## config.mk

```make
export PLATFORM = sky130hd
export DESIGN_NAME = logic_op_unit
export DESIGN_NICKNAME = d
export VERILOG_FILES = /design/src/rtl/logic_op_unit_pkg.sv /design/src/rtl/logic_op_unit_slice.sv /design/src/rtl/logic_op_unit.sv
export SDC_FILE = /design/constraint.sdc
export NUM_CORES = 1
export LEC_CHECK = 0
export ABC_CLOCK_PERIOD_IN_PS = 4600
export CORE_UTILIZATION = 35
export DETAILED_ROUTE_END_ITERATION = 10
export PLACE_DENSITY_LB_ADDON = 0.2
export SKIP_CTS_REPAIR_TIMING = 1
export SYNTH_ARGS = -nofsm -noshare
export SYNTH_HDL_FRONTEND = slang
export SYNTH_SLANG_ARGS = --single-unit
```

## constraint.sdc

```tcl
create_clock -name clk -period 4.6 [get_ports clk]
set_input_delay 1.15 -clock clk [delete_from_list [all_inputs] [get_ports clk]]
set_output_delay 1.15 -clock clk [all_outputs]
set_load 0.01 [all_outputs]
```

## src/rtl/logic_op_unit_pkg.sv

```systemverilog
// Shared types for the slice-serial logic operation unit: operation
// encoding, controller states and the per-bit operation helper.
package logic_op_unit_pkg;

  typedef enum logic [2:0] {
    OP_AND   = 3'b000,
    OP_OR    = 3'b001,
    OP_XOR   = 3'b010,
    OP_NOR   = 3'b011,
    OP_NAND  = 3'b100,
    OP_XNOR  = 3'b101,
    OP_NOTA  = 3'b110,
    OP_PASSB = 3'b111
  } log_op_e;

  typedef enum logic [1:0] {
    IDLE = 2'd0,
    BUSY = 2'd1,
    DONE = 2'd2
  } state_e;

  function automatic logic op_bit(input log_op_e op, input logic a, input logic b);
    logic r;
    case (op)
      OP_AND:   r = a & b;
      OP_OR:    r = a | b;
      OP_XOR:   r = a ^ b;
      OP_NOR:   r = ~(a | b);
      OP_NAND:  r = ~(a & b);
      OP_XNOR:  r = ~(a ^ b);
      OP_NOTA:  r = ~a;
      default:  r = b;
    endcase
    return r;
  endfunction

  // Slice counter needs at least one bit even when a single slice covers the word.
  function automatic int cnt_width(input int n);
    return (n <= 1) ? 1 : $clog2(n);
  endfunction

endpackage

```

## src/rtl/logic_op_unit_slice.sv

```systemverilog
// Combinational slice datapath: applies the selected logic operation
// bitwise across one SLICE-wide chunk of the operands.
module logic_slice
  import logic_op_unit_pkg::*;
#(
  parameter int SLICE = 8
) (
  input  logic [SLICE-1:0] a,
  input  logic [SLICE-1:0] b,
  input  log_op_e          log_op,
  output logic [SLICE-1:0] y
);

  for (genvar i = 0; i < SLICE; i++) begin : g_bit
    assign y[i] = op_bit(log_op, a[i], b[i]);
  end

endmodule

```

## src/rtl/logic_op_unit.sv

```systemverilog
// Slice-serial logic unit: latches a request, then produces one SLICE-wide
// chunk of C per clock, pulsing finish on the edge that writes the last chunk.
module logic_op_unit
  import logic_op_unit_pkg::*;
#(
  parameter int WIDTH = 32,
  parameter int SLICE = 8
) (
  input  logic             clk,
  input  logic             rst,
  input  logic [WIDTH-1:0] A,
  input  logic [WIDTH-1:0] B,
  input  logic [2:0]       log_op,
  input  logic             start,
  output logic [WIDTH-1:0] C,
  output logic             finish,
  output logic             busy,
  output logic             zero
);

  localparam int N  = WIDTH / SLICE;
  localparam int CW = cnt_width(N);
  localparam logic [CW-1:0] LAST = CW'(N - 1);

  if (SLICE < 1 || (WIDTH % SLICE) != 0) begin : g_bad_cfg
    $error("logic_op_unit: WIDTH must be a positive multiple of SLICE");
  end

  typedef struct packed {
    logic [N-1:0][SLICE-1:0] a;
    logic [N-1:0][SLICE-1:0] b;
    log_op_e                 op;
  } req_t;

  state_e                  state;
  req_t                    req_q;
  logic [CW-1:0]           cnt;
  logic [N-1:0][SLICE-1:0] c_q;
  logic [N-1:0][SLICE-1:0] c_nxt;
  logic [SLICE-1:0]        y;

  logic_slice #(.SLICE(SLICE)) u_slice (
    .a      (req_q.a[cnt]),
    .b      (req_q.b[cnt]),
    .log_op (req_q.op),
    .y      (y)
  );

  // Only the current chunk changes; untouched chunks keep the last result.
  always_comb begin
    c_nxt      = c_q;
    c_nxt[cnt] = y;
  end

  assign C = c_q;

  always_ff @(posedge clk or posedge rst) begin
    if (rst) begin
      state  <= IDLE;
      req_q  <= '0;
      cnt    <= '0;
      c_q    <= '0;
      finish <= 1'b0;
      busy   <= 1'b0;
      zero   <= 1'b1;
    end else begin
      finish <= 1'b0;
      case (state)
        IDLE: begin
          if (start) begin
            req_q.a  <= A;
            req_q.b  <= B;
            req_q.op <= log_op_e'(log_op);
            cnt      <= '0;
            busy     <= 1'b1;
            state    <= BUSY;
          end
        end
        BUSY: begin
          c_q <= c_nxt;
          if (cnt == LAST) begin
            cnt    <= '0;
            finish <= 1'b1;
            zero   <= (c_nxt == '0);
            state  <= DONE;
          end else begin
            cnt <= cnt + 1'b1;
          end
        end
        DONE: begin
          busy  <= 1'b0;
          state <= IDLE;
        end
        default: begin
          busy  <= 1'b0;
          state <= IDLE;
        end
      endcase
    end
  end

endmodule

```

; ---- Word level (Yosys, flattened, before mapping)
; Index checks and enable logic that the tools add are counted.
[word_totals]
reg_bits = 106
inputBits = 70
out_inout_bits = 35
wordCells = 123
[op_classes]
n_addsub = 1
magnitude_cmp = 2
eq_ne = 10
n_mux = 25
bitwise_logic = 57
reduce_logical = 10
[ops]
columns = operator, n
row1 = $pmux W1 S7, 8
row2 = $not A1 Y1, 33
row3 = $bmux W8 S2, 2
row4 = $bwmux W32, 1
row5 = $logic_not A32 Y1, 1
row6 = $mux W8, 3
row7 = $demux W8 S2, 1
row8 = $reduce_and A2 Y1, 5
row9 = $eq A3 B3 Y1 const B, 3
row10 = $and A1 B1 Y1, 8
row11 = $mux W2, 4
row12 = $or A1 B1 Y1, 8
row13 = $pmux W2 S2, 2
row14 = $xor A1 B1 Y1, 8
row15 = $eq A3 B2 Y1 const B, 2
row16 = $ne A2 B2 Y1 const B, 2
row17 = $eq A3 B1 Y1 const B, 1
row18 = $logic_not A3 Y1, 1
row19 = $lt A2 B3 Y1 const B, 1
row20 = $mux W1, 3
row21 = $add A2 B1 Y2 const B, 1
row22 = $eq A2 B1 Y1 const B, 1
row23 = $eq A2 B2 Y1 const B, 1
row24 = $ge A2 B1 Y1 const B, 1
row25 = 4 further kinds, 4

; ---- Depth between registers and ports, before layout
; Gate-level depths: netlist (run 1).
[logic_depth]
depth_word = 7
ltp_mapped = 15
mapped_depth_nobuf = 12

; ---- Modules after synthesis
; From an unflattened synthesis (run 1), not the netlist that was laid out.
[hier_totals]
hier_cells = 420
hier_area_um2 = 5495.3
[by_module_without_submodules]
columns = mod, instances, cells_each, area_per_inst_um2, seq_area_each_um2
row1 = logic_op_unit, 1, 295, 4553.1, 2653.8
row2 = logic_slice, 1, 125, 942.2, 0.0

; ---- Least setup slack after synthesis (run 1)
; No wires, ideal clock.
[synth_path]
path_type = register to register
from = register cnt[1]
to = register zero
setup_ns = 0.063
arrival_time_ns = 2.825
setup_slack_ns = 1.713
stages_incl_launch_ff = 15
n_path_buf = 3
path_cell_list = dfrtp_1 -> buf_2 -> clkbuf_1 -> clkbuf_1 -> nand2_1 -> o21ai_0 -> inv_1 -> ha_1 -> nor2b_1 -> a211oi_1 -> a21oi_1 -> a221oi_2 -> a21boi_0 -> o32ai_1 -> a32o_1
[synth_between]
elab_chain_len = 7
[synth_rtl]
columns = item, line
row1 = "start, declared", logic_op_unit.sv:37  ; logic [CW-1:0] cnt;
row2 = "start signal, assigned", logic_op_unit.sv:87  ; cnt <= cnt + 1'b1;
row3 = "$bmux W8 S2, on equally long branches", "logic_op_unit.sv:43, logic_op_unit.sv:44"
row4 = "$mux W8, on equally long branches", "logic_op_unit.sv:43, logic_op_unit.sv:44"
row5 = "$xor A1 B1 Y1, or another cell as far along", "logic_op_unit_pkg.sv:27, logic_op_unit_pkg.sv:30"
row6 = "$not A1 Y1, on equally long branches", "logic_op_unit_pkg.sv:30, logic_op_unit_pkg.sv:28, logic_op_unit_pkg.sv:29"
row7 = $pmux W1 S7, logic_op_unit_pkg.sv:24  ; case (op)
row8 = $bwmux W32, logic_op_unit.sv:52  ; c_nxt[cnt] = y;
row9 = $logic_not A32 Y1, logic_op_unit.sv:84  ; zero <= (c_nxt == '0);
row10 = "end signal, assigned", logic_op_unit.sv:84
row11 = "end, declared", logic_op_unit.sv:18  ; output logic zero
; Several ways; a longest one is shown, not always the timed one. The select of a mux whose other input is x is not followed.
; A chain may end at the register's enable or synchronous reset.

; ---- Worst setup path in the final report (run 1)
[layout_path]
from = register cnt[0]
to = register zero
; Same word-level chain as after synthesis.

==> results.tsv, run 1 <==
stage	metric	value	unit
logic_synthesis	synth_flop_cell	dfrtp_1	
cells_and_area	antenna_cells	0	
place	post-dp-hpwl	9.45	mm
run	maxCapViolCount	0	
setup_path	critPathKind	flop to flop	
place	place_congestion	0.812	
route	drt_first_pass_iters	4	
pwr	p_sw	2.25	mW
place	dp_cells	751	
route	vias	3915	
cts	cts_max_level	3	
sta	setup_violations	0	
sta	rsz0062_at_grt	false	
floorplanning	core	0.0151	mm2
route	routed_wl	13.2	mm
logic_synthesis	synthDominantCellAreaShare	0.485	
pwr	seqPwrFrac	0.322	
logic_synthesis	ys_top_cells_by_count	dfrtp_1, mux2_2, nand2_1, o21ai_0, inv_1	
setup_path	crit_required	4900	ps
setup_path	crit_path_max_incr_delay	800	ps
cts	clk_pin_slew	70	ps
global_route	grt_pass1_vias	4088	
cells_and_area	multi_input_area	0.00255	mm2
sta	timing.final.crit_share	0.789	
logic_synthesis	synth_area_leaders	dfrtp_1, mux2_2, ha_1	
logic_synthesis	ys_types	51	
sta	worst_pin_slew	871	ps
floorplanning	die_h	126	um
pwr	p_int	3.27	mW
logic_synthesis	synthesis.nets	565	
floorplanning	die_x	126	um
global_route	overflow	0	
sta	period_minus_slack	3630	ps
worst_hold_path	hold_class	flop to flop	
cells_and_area	fillerInstances	1404	
cells_and_area	syn2layout_area_growth	28.5	%
route	wl_per_cell	17.1	um
cells_and_area	fin_cells	767	
setup_path	cp_data_arrival_time	3930	ps
route	drt_iter0_markers	239	
sta	finalMaxSlewViolations	0	
setup_path	worstPathMaxFanout	13	
cells_and_area	layout-drive-gt1-share	0.193	
sta	fmax	0.276	GHz
run_status	status	completed	
floorplanning	dieArea	0.0160	mm2
setup_path	path_common_cell	mux2i_1	
global_route	antenna_found_initial	0	
logic_synthesis	synth_most_common_cell	dfrtp_1	
global_route	track_usage	0.177	
logic_synthesis	synth-edff-count	0	
floorplanning	start_util	0.357	
sta	tns	0	ps
sta	hold_viol_final	0	
logic_synthesis	syn_avg_cell_area	11.4	um2
cts	ctsLongestPathBuffers	2	
setup_path	cp_num_buf_inv	2	
cts	cts-root-buf	clkbuf_16	
cts	numCtsBuffers	9	
setup_path	start_kind	flop	
setup_path	critPathTopFamily	multiplexers	
sta	slew_headroom	0.419	
setup_path	path_cells	buf_4 > mux4_1 > inv_1 > ha_1 > mux2i_1 > mux2i_1 > a211oi_1 > nor2b_1 > o21ai_0 > nor3b_1 > a32o_1	
route	drc	0	
sta	clock_skew	7.46	ps
pwr	pwr-share-clk	0.142	
floorplanning	pin_count	105	
place	port_buffers	104	
pwr	p_per_area	793	mW/mm2
cells_and_area	regArea	0.00265	mm2
global_route	grt_pass1_wl	21.5	mm
global_route	grt_max_degree	107	
cts	clock-sinks	106	
pwr	p_sw_frac	0.407	
cells_and_area	num-nets-final	664	
logic_synthesis	yosys_warnings	0	
cts	cts_tree	done	
route	antenna_left	0	
logic_synthesis	yosys.area.top_type	dfrtp_1	
pwr	p_leak	2.98	nW
setup_path	crit_path_top_delay_cell	dfrtp_1	
logic_synthesis	mappedNetlistArea	0.00541	mm2
cells_and_area	fin_util	0.459	
logic_synthesis	yosysSeqAreaShare	0.490	
setup_path	cp-end-kind	flop	
route	via_per_inst	5.10	
logic_synthesis	async_reset_ff_frac	1.00	
pwr	vdd_drop_max	277	uV
pwr	comb_power_share	0.536	
logic_synthesis	synth_cells	475	
logic_synthesis	synth-seq-cells	106	
floorplanning	row_count	45	
cts	clkLatencyLatePin	360	ps
[layout by cell type, fill, tap and decap left out, types with 2 or more instances in the layout]
master           instances
a211oi_1                 7
a21boi_0                 3
a21oi_1                 11
a221oi_1                 2
a22o_1                   2
and2_1                   2
and3_1                   3
buf_4                    7
clkbuf_16                9
clkdlybuf4s50_1        104
clkinvlp_4               2
dfrtp_1                105
ha_1                    20
inv_1                   22
inv_2                    2
inv_6                    2
mux2_2                  74
mux2i_1                 19
mux4_1                   3
mux4_2                   4
nand2_1                 53
nand2b_1                 3
nand3_1                  2
nor2_1                  12
nor2b_1                  7
nor3_1                   8
nor4_1                   5
o21a_1                   2
o21ai_0                 48
o2bb2ai_1                2
or4_4                    2
xnor2_1                  2
xor2_1                   6
[path summary, 6_finish.rpt]
path                       cells past startpoint  startpoint   endpoint  slack, ps
max                                           11      cnt[0]       zero        970
min                                            2       C[30]      C[30]        490
max reg2reg                                   11      cnt[0]       zero        970
min reg2reg                                    2       C[30]      C[30]        490
max in group asynchronous                      3         rst  req_q[65]       2860
min in group asynchronous                      3         rst  req_q[22]       1270
[sequential cells by signal, summed over array words and instances (netlist names)]
| signal | count |
|---|---|
| busy | 1 |
| req_q | 67 |
| cnt | 2 |
| zero | 1 |
| state | 2 |
| finish | 1 |
| C | 32 |
[logic make-up (layout without fill, tap and decap cells)]
logic type	after synthesis	after routing	synth area share
flops	106	106	0.490
simple gates	103	103	0.0902
mux	100	100	0.220
compound gates	89	89	0.101
buf+inv	49	153	0.0391
fa+ha+maj	20	20	0.0462
xor+xnor	8	8	0.0129
[per-layer routing]
metal,up-vias,share of wire,track usage
met5,-,0,0
met4,0,0.017,0.0652
met3,14,0.044,0.0439
met2,114,0.45,0.272
met1,1907,0.49,0.241
li1,1880,-,-
[worst reg2reg max path: stages (launching register included)]
cell      delay [ps]
dfrtp_1          800
buf_4            310
mux4_1           670
inv_1            100
ha_1             240
mux2i_1          140
mux2i_1           80
a211oi_1         280
nor2b_1          360
o21ai_0          170
nor3b_1          230
a32o_1           190
[stage by stage]
| stage | hold slack [ps] | total power, mW | instance area, um2 | worst slack, ps |
|---|---|---|---|---|
| floorplan | 457 | 3.71 | 5410 | 663 |
| global placement | 464 | 4.66 | 6650 | 1110 |
| detailed placement | 474 | 4.76 | 6650 | 929 |
| CTS | 489 | 5.57 | 6960 | 908 |
| global route | 523 | 5.98 | 6960 | 646 |
| finish | 486 | 5.52 | 6960 | 971 |
[power by group through the flow]
stage,Clock (mW),Sequential (mW),Combinational [mW]
final,0.783,1.78,2.95
after global routing,0.845,1.86,3.28
after CTS,0.809,1.78,2.98
after detailed placement,0,1.80,2.96
after global placement,0,1.78,2.87
after floorplan,0,1.68,2.03
[final cells by class]
type | instances | area share
Clock buffer | 9 | 0.0324
Clock inverter | 7 | 0.0110
Inverter | 25 | 0.0139
Multi-Input combinational cell | 320 | 0.367
Sequential cell | 106 | 0.382
Tap cell | 188 | 0.0338
Timing Repair Buffer | 112 | 0.160
No activity file was read; power rests on OpenSTA's default activity.
==> run 2, diff against run 1 <==
--- a/config.mk
+++ b/config.mk
@@ -5,7 +5,7 @@
 export SDC_FILE = /design/constraint.sdc
 export NUM_CORES = 1
 export LEC_CHECK = 0
-export ABC_CLOCK_PERIOD_IN_PS = 4600
+export ABC_CLOCK_PERIOD_IN_PS = 3700
 export CORE_UTILIZATION = 35
 export DETAILED_ROUTE_END_ITERATION = 10
 export PLACE_DENSITY_LB_ADDON = 0.2
==> constraint.sdc (replaced) <==
create_clock -name clk -period 3.7 [get_ports clk]
set_input_delay 0.925 -clock clk [delete_from_list [all_inputs] [get_ports clk]]
set_output_delay 0.925 -clock clk [all_outputs]
set_load 0.01 [all_outputs]
==> results.tsv, run 2 (same netlist as run 1, synthesis figures left out) <==
stage	metric	value	unit
place	dpl-instance-area	0.00671	mm2
route	drc	0	
run_status	status	completed	
pwr	p_sw_frac	0.400	
cells_and_area	fin_util	0.463	
pwr	p_per_area	996	mW/mm2
route	wl_per_cell	16.8	um
setup_path	critPathKind	flop to flop	
sta	timing.final.crit_share	0.822	
cells_and_area	num-nets-final	669	
setup_path	r2r-start	cnt[0]	
setup_path	startpoint	cnt[0]	
place	dpl_worst_slack	642	ps
route	antenna_left	0	
sta	worst_pin_slew	766	ps
global_route	overflow	0	
place	port_buffers	104	
cells_and_area	final_common_cell	dfrtp_1	
setup_path	endpoint	zero	
sta	rsz0062_at_grt	false	
cells_and_area	syn2layout_area_growth	29.7	%
pwr	p_int	4.20	mW
setup_path	cp-end-kind	flop	
global_route	grt_max_degree	58	
global_route	grt_pass1_vias	4074	
place	post-dp-hpwl	9.70	mm
cells_and_area	fillerInstances	1400	
global_route	grt_pass1_wl	21.5	mm
floorplanning	start_util	0.357	
setup_path	regToRegSetupSlack	660	ps
cts	clock-sinks	106	
global_route	antenna_found_initial	0	
place	place_congestion	0.829	
setup_path	reg2reg_depth	10	
route	drt_first_pass_iters	4	
setup_path	worstPathMaxFanout	18	
floorplanning	row_count	45	
global_route	track_usage	0.175	
sta	clock_skew	12.0	ps
sta	finalMaxSlewViolations	0	
pwr	p_sw	2.79	mW
setup_path	start_kind	flop	
floorplanning	core	0.0151	mm2
floorplanning	die_x	126	um
setup_path	r2r-end	zero	
sta	hold_viol_final	0	
floorplanning	pin_count	105	
route	drt_iter0_markers	193	
cells_and_area	layout-drive-gt1-share	0.200	
cts	ctsLongestPathBuffers	2	
pwr	vdd_drop_max	349	uV
worst_hold_path	hold_class	flop to flop	
pwr	pwr-share-clk	0.142	
setup_path	crit_required	4000	ps
route	via_per_inst	5.13	
sta	slew_headroom	0.490	
cells_and_area	largest_register	req_q	
floorplanning	dieArea	0.0160	mm2
run	maxCapViolCount	0	
sta	fin_ws	657	ps
route	vias	3962	
cts	cts_tree	done	
cells_and_area	largest_register_ff_count	67	
floorplanning	die_h	126	um
cts	cts-root-buf	clkbuf_16	
pwr	p_leak	3.02	nW
sta	tns	0	ps
sta	fmax	0.329	GHz
cells_and_area	antenna_cells	0	
cts	cts_max_level	3	
sta	period_minus_slack	3040	ps
pwr	seqPwrFrac	0.314	
pwr	comb_power_share	0.544	
cts	clk_pin_slew	70	ps
sta	setup_violations	0	
cts	clkLatencyLatePin	360	ps
cts	numCtsBuffers	9	
cells_and_area	layout_common_cells	dfrtp_1, clkdlybuf4s50_1, mux2_2	
setup_path	cp_data_arrival_time	3340	ps
route	routed_wl	13.0	mm
cells_and_area	fin_area	0.00702	mm2
## run 2: cell types whose count changed in the layout (fill, tap and decap cells not counted)
cell and change:
clkbuf_8 +2, inv_6 -1, buf_12 +1, clkinv_4 +1
clkinvlp_4 -1, inv_4 -1, buf_4 +4
## run 2: stage by stage
stage               hold slack, ps  total power, mW  instances
finish                         490             6.99        772
global route                   520             7.59        772
CTS                            495             7.08        772
detailed placement             479             6.06        756
global placement               463             5.95        756
floorplan                      457             4.62        475
## run 2: worst min path at each step
| stage | depth (start not counted) | slack, ps | end | startpoint |
|---|---|---|---|---|
| floorplan | 1 | 460 | state[0] | state[1] |
| global placement | 2 | 460 | C[24] | C[24] |
| detailed placement | 2 | 480 | C[30] | C[30] |
| CTS | 2 | 490 | C[30] | C[30] |
| global route | 1 | 520 | req_q[47] | req_q[47] |
| finish | 2 | 490 | C[30] | C[30] |
## run 2: critical path: stages, from the launching register on
cell and delay (ps):
dfrtp_1 340, buf_4 290, mux2_2 390, o21ai_0 310, ha_1 310, nor2_1 100
nor3_1 70, or4_4 600, a21boi_0 220, o41ai_1 100, a32o_1 250
## run 2: power groups by stage
stage                     logic [mW]  registers (mW)  clock network [mW]
after floorplan                 2.52            2.09                   0
after CTS                       3.85            2.20                1.03
after global routing            4.23            2.29                1.07
after detailed placement        3.84            2.22                   0
final                           3.80            2.19               0.996
after global placement          3.75            2.21                   0
## run 2: area by class of cell
cell class                      instances  area, um2  share of cell area
Sequential cell                       106       2650               0.378
Multi-Input combinational cell        320       2550               0.364
Timing Repair Buffer                  117       1160               0.166
Clock buffer                           11        253              0.0360
Tap cell                              188        235              0.0335
Inverter                               25       97.6              0.0139
Clock inverter                          5       61.3             0.00873
## run 2: layer usage
layer	vias to the layer above	routed length, um	global-route usage
met5	-	0	0
li1	1903	-	-
met2	124	5890	0.276
met1	1921	6200	0.241
met4	0	220	0.0673
met3	14	663	0.0304
